$ cat src/rtl/seg_pkg.sv
// Shared constants and helpers for the multiplexed seven-segment display controller.
package seg_pkg;

  // Active-low {dp,g,f,e,d,c,b,a} patterns for hex digits 0..F, dp off.
  localparam logic [7:0] SEG_HEX [16] = '{
    8'hC0, 8'hF9, 8'hA4, 8'hB0, 8'h99, 8'h92, 8'h82, 8'hF8,
    8'h80, 8'h90, 8'h88, 8'h83, 8'hC6, 8'hA1, 8'h86, 8'h8E
  };

  localparam logic [7:0] SEG_OFF = 8'hFF;

  // Bits needed to hold a slot counter that runs 0..div-1.
  function automatic int cnt_width(input int div);
    int w;
    w = 1;
    while (((1 << w) < div) && (w < 31)) w++;
    return w;
  endfunction

endpackage

$ cat src/rtl/seg_decode.sv
// Hex nibble to active-low seven-segment pattern (dp handled by the caller).
module seg_decode
  import seg_pkg::*;
(
  input  logic [3:0] nibble,
  output logic [6:0] seg
);

  assign seg = SEG_HEX[nibble][6:0];

endmodule

$ cat src/rtl/seg_display_ctrl.sv
// Multiplexed common-anode seven-segment controller: double-buffered digit data,
// frame-aligned updates, leading-zero blanking, PWM brightness and dead time.
module seg_display_ctrl
  import seg_pkg::*;
#(
  parameter int NUM_DIGITS  = 4,
  parameter int REFRESH_DIV = 100000,
  parameter int BRIGHT_BITS = 4
) (
  input  logic                    clk,
  input  logic                    rst,
  input  logic [4*NUM_DIGITS-1:0] data_in,
  input  logic [NUM_DIGITS-1:0]   dp_in,
  input  logic                    blank_lz,
  input  logic [BRIGHT_BITS-1:0]  brightness,
  input  logic                    load,
  output logic                    pending,
  output logic                    frame_start,
  output logic [NUM_DIGITS-1:0]   LEDSEL,
  output logic [7:0]              LEDOUT
);

  localparam int CW = cnt_width(REFRESH_DIV);
  localparam int IW = $clog2(NUM_DIGITS);
  localparam int PW = CW + BRIGHT_BITS + 1;
  localparam int DW = 4 * NUM_DIGITS;

  logic [CW-1:0]          cnt;
  logic [IW-1:0]          idx;
  logic                   cnt_tc;
  logic                   frame_end;

  logic [DW-1:0]          sh_data, act_data;
  logic [NUM_DIGITS-1:0]  sh_dp, act_dp;
  logic                   sh_blz, act_blz;
  logic [BRIGHT_BITS-1:0] sh_bright, act_bright;
  logic                   act_valid;

  assign cnt_tc    = (cnt == CW'(REFRESH_DIV - 1));
  assign frame_end = cnt_tc && (idx == IW'(NUM_DIGITS - 1));

  always_ff @(posedge clk) begin
    if (rst) begin
      cnt <= '0;
      idx <= '0;
    end else if (cnt_tc) begin
      cnt <= '0;
      idx <= frame_end ? '0 : idx + 1'b1;
    end else begin
      cnt <= cnt + 1'b1;
    end
  end

  // A load on the transfer edge still lets the older shadow through first.
  always_ff @(posedge clk) begin
    if (rst) begin
      sh_data    <= '0;
      sh_dp      <= '0;
      sh_blz     <= 1'b0;
      sh_bright  <= '0;
      act_data   <= '0;
      act_dp     <= '0;
      act_blz    <= 1'b0;
      act_bright <= '0;
      act_valid  <= 1'b0;
      pending    <= 1'b0;
    end else begin
      if (frame_end && pending) begin
        act_data   <= sh_data;
        act_dp     <= sh_dp;
        act_blz    <= sh_blz;
        act_bright <= sh_bright;
        act_valid  <= 1'b1;
      end
      if (load) begin
        sh_data   <= data_in;
        sh_dp     <= dp_in;
        sh_blz    <= blank_lz;
        sh_bright <= brightness;
        pending   <= 1'b1;
      end else if (frame_end) begin
        pending <= 1'b0;
      end
    end
  end

  logic [3:0]            cur_nib;
  logic [6:0]            cur_seg;
  logic                  cur_dp;
  logic [NUM_DIGITS-1:0] hi_zero;
  logic [NUM_DIGITS-1:0] anode;
  logic [PW-1:0]         duty_prod;
  logic [PW-1:0]         on_time;
  logic                  lit;
  logic                  blanked;
  logic [NUM_DIGITS-1:0] sel_d;
  logic [7:0]            out_d;

  assign cur_nib = act_data[idx*4 +: 4];
  assign cur_dp  = act_dp[idx];
  assign anode   = ~(NUM_DIGITS'(1) << idx);

  seg_decode u_decode (
    .nibble (cur_nib),
    .seg    (cur_seg)
  );

  // hi_zero[i]: nibble i and every nibble above it are zero.
  always_comb begin
    hi_zero = '0;
    hi_zero[NUM_DIGITS-1] = (act_data[DW-1 -: 4] == 4'd0);
    for (int i = NUM_DIGITS - 2; i >= 0; i--) begin
      hi_zero[i] = hi_zero[i+1] && (act_data[i*4 +: 4] == 4'd0);
    end
  end

  assign duty_prod = (PW'(act_bright) + PW'(1)) * PW'(REFRESH_DIV);
  assign on_time   = duty_prod >> BRIGHT_BITS;
  assign lit       = act_valid && (cnt != '0) && (PW'(cnt) < on_time);
  assign blanked   = act_blz && (idx != '0) && hi_zero[idx];

  always_comb begin
    sel_d = '1;
    out_d = SEG_OFF;
    if (lit) begin
      if (!blanked) begin
        sel_d = anode;
        out_d = {~cur_dp, cur_seg};
      end else if (cur_dp) begin
        sel_d = anode;
        out_d = 8'h7F;
      end
    end
  end

  always_ff @(posedge clk) begin
    if (rst) begin
      LEDSEL      <= '1;
      LEDOUT      <= SEG_OFF;
      frame_start <= 1'b0;
    end else begin
      LEDSEL      <= sel_d;
      LEDOUT      <= out_d;
      frame_start <= (cnt == '0) && (idx == '0);
    end
  end

endmodule
$ cat config.mk
export PLATFORM = sky130hd
export DESIGN_NAME = seg_display_ctrl
export DESIGN_NICKNAME = d
export VERILOG_FILES = /design/src/rtl/seg_pkg.sv /design/src/rtl/seg_decode.sv /design/src/rtl/seg_display_ctrl.sv
export SDC_FILE = /design/constraint.sdc
export NUM_CORES = 1
export LEC_CHECK = 0
export ABC_AREA = 1
export BUFFER_PORTS_ARGS = -buffer_cell sky130_fd_sc_hd__clkbuf_2
export CORE_ASPECT_RATIO = 1.25
export CORE_MARGIN = 10
export CORE_UTILIZATION = 30
export DETAILED_ROUTE_END_ITERATION = 10
export GPL_TIMING_DRIVEN = 1
export PLACE_DENSITY = 0.47
export SYNTH_ARGS = -nofsm -noshare
export SYNTH_HDL_FRONTEND = slang
export SYNTH_HIERARCHICAL = 1
export SYNTH_SLANG_ARGS = --single-unit
export TNS_END_PERCENT = 10
$ cat constraint.sdc
create_clock -name clk -period 4.8 [get_ports clk]
set_input_delay 0.24 -clock clk [delete_from_list [all_inputs] [get_ports clk]]
set_output_delay 0.24 -clock clk [all_outputs]
set_load 0.05 [all_outputs]
==> flow_metrics.tcl <==
set metrics [dict create \
    status "finished clean" \
    grt_max_degree 54 \
    rr_worst_depth 22 \
    startpoint "act_bright[1]$_SDFFE_PP0P_" \
    fin_worst_skew_ns 0.00758 \
    num_rows 52 \
    die_w_um 134 \
    first_global_vias 4195 \
    finalSetupViolCount 0 \
    timing.hold.ws_ns 0.164 \
    synth_area_um2 4890 \
    synth_edf_count 0 \
    drc 0 \
    leakagePower_nw 2.54 \
    total_power_mw 1.53 \
    hpwl_um 9000 \
    crit_path_end_kind "flop" \
    drtIter0Drc 146 \
    hold_viol 0 \
    nets 762 \
    routabilityCongestion 0.838 \
    numPortBuffers 41 \
    viasPerCell 4.62 \
    hold_depth 2 \
    fillers 1765 \
    cts_setup_buffers 0 \
    drt.antenna.violating_nets 0 \
    reg2reg_from "act_bright[1]$_SDFFE_PP0P_" \
    layout_common_cells "inv_1 (92), dfxtp_1 (84), nand2_1 (84), a21oi_1 (70), o21ai_0 (65)" \
    ff2ff_setup_slack_ns 0.49 \
    crit_family "adder cells" \
    fin_crit_sh_pct 89.8 \
    cp-endpoint "LEDOUT[3]$_SDFF_PP1_" \
    avgSynthCellArea_um2 7.61 \
    async_flop_share_pct 0 \
    ys_seq_area_share_pct 34.4 \
    clock_path_buffers 2 \
    drv_cap 0 \
    path_cells "ha_1, xor2_1, ha_1, xor2_1, ha_1, ha_1, ha_1, nand4_1, o211ai_1, xor2_1, ha_1, a21o_1, nor2_1, nand3_1, nand2_1, nand2_1, nand2_1, nand2_1, nand2_1, nand2_1, nand2_2, nand4_1" \
    start_util_pct 30.3 \
    ys_ff_latch 84 \
    antenna_found_initial 0 \
    synth.net_count 731 \
    tns_ns 0 \
    cts.repair.resized 0 \
    synth-main-ff-cell "dfxtp_1" \
    slowest_delay_ns 0.41 \
    clock-root-buffer "clkbuf_16" \
    grt_usage_pct 10.8 \
    num_antenna_cells 0 \
    cts_tree "done" \
    clock_latency_ns 0.33 \
    drive_above_1_share_pct 11.8 \
    slew_headroom_pct 40.5 \
    routed_wl_um 11400 \
    synth_cells 643 \
    hold_class "primary input to flop" \
    stdcell_count 894 \
    fp.dieH_um 163 \
    start_kind "flop" \
    worst_slew_pin_slew_ns 0.891 \
    cts_sinks 84 \
    power_density_nw_per_um2 273 \
    rsz0062_at_grt "false" \
    worst-setup-path-type "flop to flop" \
    cts_buffers 9 \
    htreeDepth 3 \
    layout_commonest_cell "inv_1" \
    period_needed_ns 4.31 \
    wl_per_cell_um 12.7 \
    cp_data_required_time_ns 4.99 \
    path_max_fanout 12 \
    ys.warnings.count 6 \
    overflow 0 \
    slowest_stage "dfxtp_1" \
    pin_count 42 \
    vias 4132 \
    max_freq_mhz 232 \
    critical_path_arrival_ns 4.50 \
    reg2reg_to "LEDOUT[3]$_SDFF_PP1_" \
    slew_viol_final 0 \
    dp_cells 879 \
    vdd_ir_drop_max_v 0.000198 \
    first_pass_iters 4 \
    path_depth 22 \
    synth_cell_types 45 \
    postCtsHoldBufs 0 \
    crit_buf_inv 0 \
    cts.clk_slew.worst_paths_ns 0.06 \
    die-area_um2 21800 \
    syn2layout_area_growth_pct 14.1 \
    core_area_um2 16100 \
    grt_pass1_wl_um 19700 \
]
[through the flow]
stage | cell area [um2] | setup slack, ns | util (%)
3_5_place_dp | 5260 | 0.321 | 32.6
2_1_floorplan | 4890 | 0.820 | -
5_1_grt | 5580 | 0.0379 | 34.6
3_3_place_gp | 5260 | 0.464 | 32.6
6_report | 5580 | 0.491 | 34.6
4_1_cts | 5580 | 0.292 | 34.6
[layer usage]
metal	part of all wire [%]	track usage, %	wire length (um)	vias up
met1	45	12.7	5100	1854
met5	0	0	0	-
met4	1.6	3.91	179	0
li1	-	-	-	2204
met2	50	19.0	5730	63
met3	3.1	2.28	349	11
[cell type report]
type | instances | area, um2 | share of cell area [%]
Clock inverter | 4 | 73.8 | 1.32
Multi-Input combinational cell | 440 | 2730 | 48.9
Sequential cell | 84 | 1680 | 30.1
Timing Repair Buffer | 44 | 228 | 4.08
Tap cell | 216 | 270 | 4.84
Clock buffer | 11 | 243 | 4.35
Inverter | 95 | 357 | 6.39
[sequential cells by signal, indices dropped and copies added, names as in the netlist, 8 cells and up]
name and cells:
LEDOUT 8, act_data 16, cnt 17, sh_data 16
[synthesized netlist by cell type (all sizes together) (2+ instances only)]
| library cell | n | area (um2) |
|---|---|---|
| a21oi | 70 | 350 |
| a31oi | 3 | 18.8 |
| buf | 9 | 72.6 |
| clkbuf | 15 | 56.3 |
| dfxtp | 84 | 1680 |
| ha | 59 | 738 |
| inv | 95 | 357 |
| nand2 | 89 | 344 |
| nand3 | 30 | 155 |
| nand3b | 2 | 15.0 |
| nand4 | 15 | 93.8 |
| nor2 | 44 | 185 |
| nor3 | 15 | 101 |
| nor3b | 4 | 35.0 |
| nor4 | 3 | 25.0 |
| o2111ai | 2 | 17.5 |
| o21ai | 68 | 344 |
| o21bai | 2 | 15.0 |
| o22ai | 4 | 25.0 |
| xnor2 | 7 | 61.3 |
| xor2 | 12 | 105 |
[cell families after synthesis]
family / count (synthesis) / share of synthesized area, %
simple gates: 203 / 19.6
fa+ha+maj: 60 / 15.5
other cells: 1 / 0.0767
compound gates: 157 / 17.1
buf+inv: 119 / 9.92
xor+xnor: 19 / 3.40
flops: 84 / 34.4
[power by group]
part           internal, mW  switching (mW)  total (mW)
sequential            0.715         0.00645       0.722
combinational        0.0242          0.0431      0.0673
clock                 0.467           0.270       0.737
[worst min path at each step]
| stage | from | endpoint | slack, ns |
|---|---|---|---|
| after detailed placement | sh_bright[0]$_SDFFE_PP0P_ | act_bright[0]$_SDFFE_PP0P_ | 0.44 |
| after CTS | rst | act_valid$_SDFFE_PP0P_ | 0.16 |
| after global placement | sh_bright[0]$_SDFFE_PP0P_ | act_bright[0]$_SDFFE_PP0P_ | 0.44 |
| final | rst | act_valid$_SDFFE_PP0P_ | 0.16 |
| after global routing | rst | act_valid$_SDFFE_PP0P_ | 0.18 |
| after floorplan | rst | pending$_SDFFE_PP0P_ | 0.31 |
[worst reg2reg max path: stages (launching register included)]
cell      delay (ns)
dfxtp_1         0.41
ha_1            0.21
xor2_1          0.33
ha_1            0.27
xor2_1          0.17
ha_1            0.25
ha_1            0.28
ha_1            0.37
nand4_1         0.10
o211ai_1        0.30
xor2_1          0.21
ha_1            0.27
a21o_1          0.18
nor2_1          0.10
nand3_1         0.09
nand2_1         0.06
nand2_1         0.05
nand2_1         0.05
nand2_1         0.04
nand2_1         0.05
nand2_1         0.06
nand2_2         0.18
nand4_1         0.12
Power figures use the tool's default switching activity.
